<file path="config.mk">
export PLATFORM = sky130hd
export DESIGN_NAME = branch_ctrl
export DESIGN_NICKNAME = d
export VERILOG_FILES = /design/src/rtl/branch_ctrl_pkg.sv /design/src/rtl/branch_cond.sv /design/src/rtl/branch_ctrl.sv
export SDC_FILE = /design/constraint.sdc
export NUM_CORES = 1
export LEC_CHECK = 0
export BUFFER_PORTS_ARGS = -buffer_cell sky130_fd_sc_hd__buf_4
export CORE_UTILIZATION = 55
export CTS_CLUSTER_DIAMETER = 50
export DETAILED_ROUTE_END_ITERATION = 6
export GPL_TIMING_DRIVEN = 1
export PLACE_DENSITY = 0.86
export SLEW_MARGIN = 20
export SYNTH_ARGS = -nofsm -noshare
export SYNTH_HDL_FRONTEND = slang
export SYNTH_SLANG_ARGS = --single-unit
export TNS_END_PERCENT = 1
</file>
<file path="constraint.sdc">
create_clock -name clk -period 6.4 [get_ports clk]
set_input_delay 1.28 -clock clk [delete_from_list [all_inputs] [get_ports clk]]
set_output_delay 1.28 -clock clk [all_outputs]
set_load 0.1 [all_outputs]
</file>
<file path="src/rtl/branch_ctrl_pkg.sv">
// branch_ctrl_pkg: shared opcodes, FSM states and defaults for the branch controller
package branch_ctrl_pkg;
    localparam int DEF_WIDTH = 16;
    localparam logic [3:0] BEQ = 4'b0110;
    localparam logic [3:0] BGT = 4'b0100;
    localparam logic [3:0] BLT = 4'b0101;
    typedef enum logic [1:0] {IDLE, WAIT, FLUSH} state_t;
    function automatic logic is_branch(input logic [3:0] op);
        return op == BEQ || op == BGT || op == BLT;
    endfunction
endpackage

</file>
<file path="src/rtl/branch_cond.sv">
// branch_cond: unsigned compare of the forwarded operands for the selected branch opcode
module branch_cond import branch_ctrl_pkg::*; #(
    parameter int WIDTH = DEF_WIDTH
) (
    input  logic [3:0]       opcode,
    input  logic [WIDTH-1:0] r0,
    input  logic [WIDTH-1:0] r1,
    output logic             taken
);
    // evaluate the branch condition; unknown opcodes are never taken
    always_comb begin
        taken = (opcode == BEQ) ? (r1 == r0) :
                (opcode == BGT) ? (r1 > r0) :
                (opcode == BLT) ? (r1 < r0) : 1'b0;
    end
endmodule

</file>
<file path="src/rtl/branch_ctrl.sv">
// branch_ctrl: resolves ID-stage branches, stalls on late operands, redirects the PC on taken
module branch_ctrl import branch_ctrl_pkg::*; #(
    parameter int WIDTH    = DEF_WIDTH,
    parameter int WAIT_MAX = 4
) (
    input  logic             clk,
    input  logic             rst,
    input  logic             id_valid,
    input  logic [3:0]       id_opcode,
    input  logic [WIDTH-1:0] id_r0,
    input  logic [WIDTH-1:0] id_r1,
    input  logic [WIDTH-1:0] id_pc,
    input  logic [WIDTH-1:0] id_offset,
    input  logic             opnd_ready,
    output logic             stall,
    output logic             flush,
    output logic             pc_sel,
    output logic [WIDTH-1:0] pc_target,
    output logic [15:0]      branch_cnt,
    output logic [15:0]      taken_cnt,
    output logic             err
);
    localparam int WW = $clog2(WAIT_MAX + 1);
    state_t        state;
    logic [WW-1:0] wait_cnt;
    logic          br, taken, active, resolve, timeout;
    branch_cond #(.WIDTH(WIDTH)) u_cond (
        .opcode(id_opcode),
        .r0    (id_r0),
        .r1    (id_r1),
        .taken (taken)
    );
    // decode the current cycle: resolve, time out, or hold the front end
    always_comb begin
        br      = id_valid && is_branch(id_opcode);
        active  = state != FLUSH;
        resolve = active && br && opnd_ready;
        timeout = state == WAIT && br && !opnd_ready && wait_cnt == WW'(WAIT_MAX - 1);
        stall   = !rst && active && br && !opnd_ready && !timeout;
    end
    // FSM, registered redirect, saturating counters and sticky timeout flag
    always_ff @(posedge clk or posedge rst) begin
        if (rst) begin
            state      <= IDLE;
            wait_cnt   <= '0;
            flush      <= 1'b0;
            pc_sel     <= 1'b0;
            pc_target  <= '0;
            branch_cnt <= '0;
            taken_cnt  <= '0;
            err        <= 1'b0;
        end else begin
            state    <= (resolve && taken) ? FLUSH : stall ? WAIT : IDLE;
            wait_cnt <= (state == IDLE) ? '0 : stall ? wait_cnt + 1'b1 : wait_cnt;
            flush    <= resolve && taken;
            pc_sel   <= resolve && taken;
            if (resolve && taken)
                pc_target <= id_pc + id_offset;
            if (resolve && branch_cnt != 16'hFFFF)
                branch_cnt <= branch_cnt + 16'd1;
            if (resolve && taken && taken_cnt != 16'hFFFF)
                taken_cnt <= taken_cnt + 16'd1;
            if (timeout)
                err <= 1'b1;
        end
    end
endmodule

</file>
-- Yosys cells after proc, flatten, opt, wreduce, memory -nomap -nowiden
Cells that the tools add are included.
- register bits: 55
- input bits: 72
- output and inout bits: 52
- add/subtract/negate cells: 4
- order comparisons: 2
- eq/ne operators: 9
- muxes and demuxes: 7
- reduce and logical (&&, ||, !) cells: 20
- operators with widths (operator ; count):
    $add 16x1->16 const B ; 2
    $ne 16x16->1 const B ; 2
    $add 16x16->16 ; 1
    $eq 16x16->1 ; 1
    $gt 16x16->1 ; 1
    $lt 16x16->1 ; 1
    $logic_and 1x1->1 ; 13
    $eq 4x3->1 const B ; 3
    $mux 3 ; 2
    $mux 1 ; 4
    $add 3x1->3 const B ; 1
    $eq 3x2->1 const B ; 1
    $logic_not 1->1 ; 3
    $eq 2x1->1 const B ; 1
    $logic_not 2->1 ; 1
    $logic_or 1x1->1 ; 2
    $mux 2 ; 1
    $ne 2x2->1 const B ; 1
    $reduce_bool 2->1 ; 1

-- Logic depth before layout (Yosys ltp)
Gate-level depths: netlist (run 1).
- depth in word-level cells: 11
- depth in mapped cells: 11

-- Modules after synthesis
Synthesis (run 1) repeated with hierarchy kept, for this count alone.
- cell total of the unflattened synthesis: 358
- area, all modules: 3548.4 um^2
- by module, submodules not included (module ; instances ; cells an instance ; area an instance (um^2)):
    branch_ctrl ; 1 ; 298 ; 3086.7
    branch_cond ; 1 ; 60 ; 461.7

-- Worst setup path after synthesis (run 1)
No wires, ideal clock.
- path type: input to output
- from: in rst
- to: out stall
- data arrival time: 3.726 ns
- data required time: 5.120 ns
- setup slack: 1.394 ns
- stages: 3
- path buffers: 0
- path through: inv_1 o2111ai_1 inv_1
- longest elaborated chain between the ends: 5
- ends and longest elaborated chain (what ; RTL line ; RTL):
    from (decl) ; branch_ctrl.sv:7 ; input logic rst,
    $logic_not 1->1 (no line) ; - ;
    $logic_and 1x1->1 (4 in a row) ; branch_ctrl.sv:39 ; stall = !rst && active && br && !opnd_ready && !timeout;
    to (decl) ; branch_ctrl.sv:15 ; output logic stall,
Every way passes these cells.

-- Worst setup path after layout (run 1)
Ends and elaborated chain as after synthesis.

==> results of run 1 <==
[critical path: stages]
cell	delay [ns]
sky130_fd_sc_hd__buf_4	0.11
sky130_fd_sc_hd__inv_2	0.03
sky130_fd_sc_hd__buf_4	0.52
sky130_fd_sc_hd__o2111ai_1	0.42
sky130_fd_sc_hd__inv_1	0.17
sky130_fd_sc_hd__buf_4	0.31
[layout make-up]
cell class | count | area [um2]
Multi-Input combinational cell | 289 | 2150
Fill cell | 488 | 1640
Sequential cell | 54 | 1350
Timing Repair Buffer | 125 | 938
Inverter | 32 | 120
Tap cell | 77 | 96.3
Clock buffer | 7 | 86.3
Clock inverter | 1 | 5.00
[sequential cells by signal (all words and copies together), names as in the netlist]
name and flops:
taken_cnt 16, state 1, wait_cnt 3, branch_cnt 16, pc_target 16, pc_sel 1
err 1
[cells by family (layout without fill, tap and decap cells)]
| family | after synthesis | in the layout | synth area share (%) |
|---|---|---|---|
| fa+ha+maj | 36 | 36 | 12.5 |
| buf+inv | 38 | 165 | 4.80 |
| simple gates | 130 | 130 | 20.2 |
| xor+xnor | 40 | 40 | 9.53 |
| flops | 54 | 54 | 36.8 |
| compound gates | 77 | 77 | 14.3 |
| mux | 6 | 6 | 1.94 |
[power groups by stage]
stage / Clock (uW) / Sequential (uW) / Combinational [uW]
detailed placement: 0 / 423 / 567
CTS: 195 / 417 / 568
global placement: 0 / 422 / 556
floorplan: 0 / 714 / 132
finish: 189 / 417 / 565
global route: 208 / 424 / 596
[worst paths after layout]
path | to | cells after the start
min | pc_target[9] | 2
max reg2reg | taken_cnt[1] | 7
max | stall | 6
max in group asynchronous | pc_target[4] | 3
min reg2reg | pc_target[9] | 2
min in group asynchronous | branch_cnt[5] | 3
[synth_stat cells (2+ instances only)]
library cell,number,area (um2)
sky130_fd_sc_hd__inv_1,30,113
sky130_fd_sc_hd__mux2_1,4,45.0
sky130_fd_sc_hd__xnor2_1,18,158
sky130_fd_sc_hd__ha_1,35,438
sky130_fd_sc_hd__and3_1,4,25.0
sky130_fd_sc_hd__a211oi_1,3,22.5
sky130_fd_sc_hd__a2111o_1,2,22.5
sky130_fd_sc_hd__and3b_1,2,17.5
sky130_fd_sc_hd__buf_6,4,45.0
sky130_fd_sc_hd__nor4_2,6,75.1
sky130_fd_sc_hd__o31ai_1,2,15.0
sky130_fd_sc_hd__nand2b_1,7,43.8
sky130_fd_sc_hd__o2111ai_1,3,26.3
sky130_fd_sc_hd__dfrtp_1,54,1350
sky130_fd_sc_hd__nor4b_1,2,17.5
sky130_fd_sc_hd__a21o_1,8,60.1
sky130_fd_sc_hd__a21oi_1,18,90.1
sky130_fd_sc_hd__xor2_1,22,193
sky130_fd_sc_hd__nand2_1,36,135
sky130_fd_sc_hd__nor4_1,7,43.8
sky130_fd_sc_hd__nor3_1,7,35.0
sky130_fd_sc_hd__o211ai_1,3,22.5
sky130_fd_sc_hd__nand4_1,11,68.8
sky130_fd_sc_hd__o21ai_1,13,65.1
sky130_fd_sc_hd__nand3_1,15,75.1
sky130_fd_sc_hd__and2_1,2,12.5
sky130_fd_sc_hd__o21a_1,6,45.0
sky130_fd_sc_hd__nor2b_1,4,25.0
sky130_fd_sc_hd__and4_1,3,26.3
sky130_fd_sc_hd__nor2_1,15,56.3
sky130_fd_sc_hd__o21ai_0,10,50.1
[per-layer routing]
layer  global-route usage [%]  vias up  wire length (um)
met5                        0        -                 0
met4                     7.09        0               125
met3                     4.65       15               556
met2                     44.3      123              4150
met1                     27.8     1508              3340
li1                         -     1616                 -
[metrics by stage]
step	instances	area, um2	hold WS (ns)	worst slack [ns]	total power [uW]
2_1_floorplan	381	3670	0.480	1.39	846
3_3_place_gp	577	4650	0.449	2.25	978
3_5_place_dp	577	4650	0.480	2.20	990
4_1_cts	585	4740	0.500	2.20	1180
5_1_grt	585	4740	0.533	2.00	1230
6_report	585	4740	0.490	2.24	1170
==> impl_metrics.yaml, run 1 <==
sta:
  drv_slew: 0
  hold_violations: 0
  skew_ns: 0.00457
  maxClockFrequency_mhz: 240
  worst-slew-pin-transition_ns: 0.659
  setup_viol_count_final: 0
  grt_setup_unrepaired: "false"
  final.period_utilization_pct: 65.1
  period_minus_slack_ns: 4.16
  finalSetupTns_ns: 0
  slew_headroom_pct: 55.0
finish:
  antenna-diode-count: 0
  final_layout_size_suffix_gt1_share_pct: 29.9
  num-nets-final: 615
  utilization_pct: 74.3
  synthToLayoutAreaGrowth_pct: 29.1
  commonest_non_fill_non_tap_cell_in_the_layout: "sky130_fd_sc_hd__buf_4"
  layout.cells.most_common_list: "sky130_fd_sc_hd__buf_4, sky130_fd_sc_hd__dfrtp_1, sky130_fd_sc_hd__nand2_1, sky130_fd_sc_hd__ha_1, sky130_fd_sc_hd__inv_1"
worst_setup_path:
  worstPathRequired_ns: 5.12
  crit_fanout: 55
  cp_data_arrival_time_ns: 2.88
  setup.reg_to_reg.worst_slack_ns: 4.07
  regToRegStartpoint: "taken_cnt[3]"
  cp_endpoint_kind: "output pin"
  critical_path.startpoint: "rst"
  cp-start-kind: "input pin"
  kind_of_critical_path: "in2out"
synth:
  yosys_most_used_dff: "sky130_fd_sc_hd__dfrtp_1"
  async_flop_share_pct: 100
  syn_inst: 381
  avgSynthCellArea_um2: 9.65
  syn-cell-area_um2: 3670
  syn_nets: 489
  synth_seq_area_share_pct: 36.8
  yosys_warnings: 0
  synth.distinct_cells: 56
  post_synth_edffs: 0
  ys_seq_elements: 54
status:
  outcome: "finished, final reports clean"
power:
  irDropWorstVdd_uv: 149
  cell_internal_pwr_uw: 616
  p_sw_uw: 555
  switching_share_pct: 47.4
  power_frac_comb_pct: 48.3
  power_density_nw_per_um2: 247
  power_frac_clock_pct: 16.2
  pwr-share-seq_pct: 35.6
  p_leak_uw: 0.00246
cts:
  clock_tree.htree_level_count: 2
  tritoncts.num_buffers: 5
  clock_tree_from_tritoncts: "yes"
  clk_latency_ns: 0.30
  postCtsSetupBuffers: 0
  sink_count_of_the_clock_tree: 54
  cts-root-buf: "sky130_fd_sc_hd__clkbuf_8"
  hold_buffers: 0
  clk_pin_slew_worst_paths_ns: 0.09
  max-clock-path-buffers: 2
  cts.repair.resized: 0
place:
  io_buffer_count: 123
  place_hpwl_um: 6500
  gpl.final_weighted_congestion: 0.796
die:
  die_y_um: 83.7
  floorplan.die_area_um2: 7010
  initial_core_util_pct: 57.5
  std_cell_rows: 29
  chipWidth_um: 83.7
  boundaryPins: 124
  placeableCoreArea_um2: 6390
flow_run:
  drv.max_cap_violation_count: 0
routing:
  drt_drc_violations_left: 0
  drt_pass1_iterations: 5
  drt-total-wl_um: 8170
  antenna_violating_nets_post_route: 0
  drt_first_iter_violations: 83
  vias: 3262
  route.detailed.vias_per_inst: 5.58
  detail_route.wl_per_cell_um: 14.0
global_route:
  grt_overflow: 0
  first_global_vias: 3183
  grt_first_pass_wirelength_um: 13900
  antenna_violations_before_repair: 0
  pin_count_of_the_biggest_net_entering_global_routing: 56
  globalRouteTotalUtil_pct: 23.9
worst_hold_path:
  hold_class: "reg2reg"
  timing.hold.worst.start: "pc_target[9]"
Power figures use the tool's default switching activity.
==> run 2, diff against run 1 <==
CORE_UTILIZATION = 51   (was 55)
PLACE_DENSITY = 0.81   (was 0.86)
clock period = 4.35 ns   (was 6.4 ns; I/O delays follow)
==> run 2 against run 1 <==
- sequential share of layout area fell by 0.30 points
- worst setup slack got worse by 1.1 ns
- die area rose by 7.7%
- worst hold slack got worse by 0.0048 ns
- core utilization fell by 4.5 points
- register-to-register slack got worse by 2.0 ns
- sequential power rose by 47%
- via count fell by 0.86%
- final cell count rose by 3.2%
- critical path depth rose by 3
- routed wire length fell by 0.58%
- global-route usage fell by 2.3 points
- highest routed layer unchanged
==> impl_metrics.yaml, run 2 (synthesis results as in run 1) <==
sta:
  finalHoldWorstSlack_ns: 0.486
  final.period_utilization_pct: 73.8
  hold_violations: 0
  grt_setup_unrepaired: "false"
  finalSetupTns_ns: 0
  slew_headroom_pct: 51.0
  setup_viol_count_final: 0
  skew_ns: 0.00749
  drv_slew: 0
  maxClockFrequency_mhz: 312
  worst-slew-pin-transition_ns: 0.735
  period_minus_slack_ns: 3.21
flow_run:
  drv.max_cap_violation_count: 0
die:
  die_y_um: 86.9
  floorplan.die_area_um2: 7550
  std_cell_rows: 30
  initial_core_util_pct: 53.5
  chipWidth_um: 86.9
  placeableCoreArea_um2: 6870
  boundaryPins: 124
worst_setup_path:
  setup.reg_to_reg.worst_slack_ns: 2.04
  worstPathRequired_ns: 4.54
  rr_endpoint: "taken_cnt[1]"
  cp_endpoint_kind: "register"
  critical_path.startpoint: "id_r0[11]"
  cp-endpoint: "pc_target[0]"
  kind_of_critical_path: "in2reg"
  cp_data_arrival_time_ns: 3.40
  cp-start-kind: "input pin"
  regToRegStartpoint: "taken_cnt[2]"
  reg2reg_depth: 7
  crit_fanout: 32
finish:
  layout.cells.most_common_list: "sky130_fd_sc_hd__buf_4, sky130_fd_sc_hd__dfrtp_1, sky130_fd_sc_hd__nand2_1, sky130_fd_sc_hd__ha_1, sky130_fd_sc_hd__inv_1"
  num-nets-final: 615
  final_layout_size_suffix_gt1_share_pct: 30.1
  synthToLayoutAreaGrowth_pct: 30.5
  commonest_non_fill_non_tap_cell_in_the_layout: "sky130_fd_sc_hd__buf_4"
  utilization_pct: 69.8
  finalInstanceArea_um2: 4790
  n_fill_cell: 566
  reg_top3: "branch_cnt x16, pc_target x16, taken_cnt x16"
  antenna-diode-count: 0
routing:
  vias: 3234
  detail_route.wl_per_cell_um: 13.4
  antenna_violating_nets_post_route: 0
  drt_first_iter_violations: 95
  drt-total-wl_um: 8120
  drt_drc_violations_left: 0
  drt_pass1_iterations: 5
  route.detailed.vias_per_inst: 5.35
global_route:
  globalRouteTotalUtil_pct: 21.6
  first_global_vias: 3047
  grt_first_pass_wirelength_um: 13000
  grt_overflow: 0
  pin_count_of_the_biggest_net_entering_global_routing: 55
  antenna_violations_before_repair: 0
cts:
  clock_tree.htree_level_count: 2
  max-clock-path-buffers: 2
  hold_buffers: 0
  postCtsSetupBuffers: 0
  clk_latency_ns: 0.30
  cts.repair.resized: 0
  sink_count_of_the_clock_tree: 54
  tritoncts.num_buffers: 5
  cts-root-buf: "sky130_fd_sc_hd__clkbuf_8"
  clk_pin_slew_worst_paths_ns: 0.09
  clock_tree_from_tritoncts: "yes"
power:
  finalPower_uw: 1750
  irDropWorstVdd_uv: 207
  p_leak_uw: 0.00248
  power_density_nw_per_um2: 365
place:
  dpl-instance-area_um2: 4690
  io_buffer_count: 123
  gpl.final_weighted_congestion: 0.846
  place_hpwl_um: 6510
status:
  outcome: "finished, final reports clean"
worst_hold_path:
  timing.hold.worst.start: "pc_target[9]"
  hold_class: "reg2reg"
  hold_path_depth: 2
==> run 2: cell count changes in the layout (fill, tap and decap cells not counted) <==
cell,previous run,this run
sky130_fd_sc_hd__clkbuf_8,6,7
sky130_fd_sc_hd__clkinv_4,0,1
sky130_fd_sc_hd__clkbuf_1,1,0
sky130_fd_sc_hd__clkinv_2,1,0
sky130_fd_sc_hd__buf_12,0,1
sky130_fd_sc_hd__buf_4,125,124
==> run 2: how the worst min path moves through the flow <==
stage	endpoint	slack (ns)
2_1_floorplan	wait_cnt[2]	0.48
3_3_place_gp	pc_target[6]	0.47
3_5_place_dp	pc_target[9]	0.47
4_1_cts	pc_target[9]	0.49
5_1_grt	err	0.52
6_report	pc_target[9]	0.49
==> run 2: through the flow <==
stage	instances	worst slack [ns]
2_1_floorplan	381	0.164
3_3_place_gp	596	0.846
3_5_place_dp	596	0.805
4_1_cts	604	1.14
5_1_grt	604	0.972
6_report	604	1.14
==> run 2: per-layer routing <==
metal  part of all wire, %  track usage [%]  vias to the layer above
met3                   6.7             4.74                        6
met2                    50             39.4                      100
met1                    42             25.1                     1518
met4                   1.1             6.97                        0
met5                     0                0                        -
li1                      -                -                     1610
==> run 2: area by class of cell <==
class | instances | area [um2] | share of cell area, %
Multi-Input combinational cell | 289 | 2150 | 44.8
Clock inverter | 1 | 8.76 | 0.183
Tap cell | 96 | 120 | 2.51
Clock buffer | 7 | 96.3 | 2.01
Sequential cell | 54 | 1350 | 28.2
Inverter | 32 | 120 | 2.51
Timing Repair Buffer | 125 | 951 | 19.8
==> run 2: worst max-delay path: stages <==
cell and delay (ns):
sky130_fd_sc_hd__buf_4 0.08, sky130_fd_sc_hd__inv_1 0.04, sky130_fd_sc_hd__ha_1 0.31, sky130_fd_sc_hd__nand4_1 0.18, sky130_fd_sc_hd__a2111o_1 0.45, sky130_fd_sc_hd__and4b_4 0.21, sky130_fd_sc_hd__o31ai_4 0.66, sky130_fd_sc_hd__buf_12 0.26
sky130_fd_sc_hd__mux2_1 0.33
==> run 2: power by group <==
group	switching (uW)	internal [uW]	total [uW]
clock	159	146	305
combinational	613	217	830
sequential	52.7	561	614
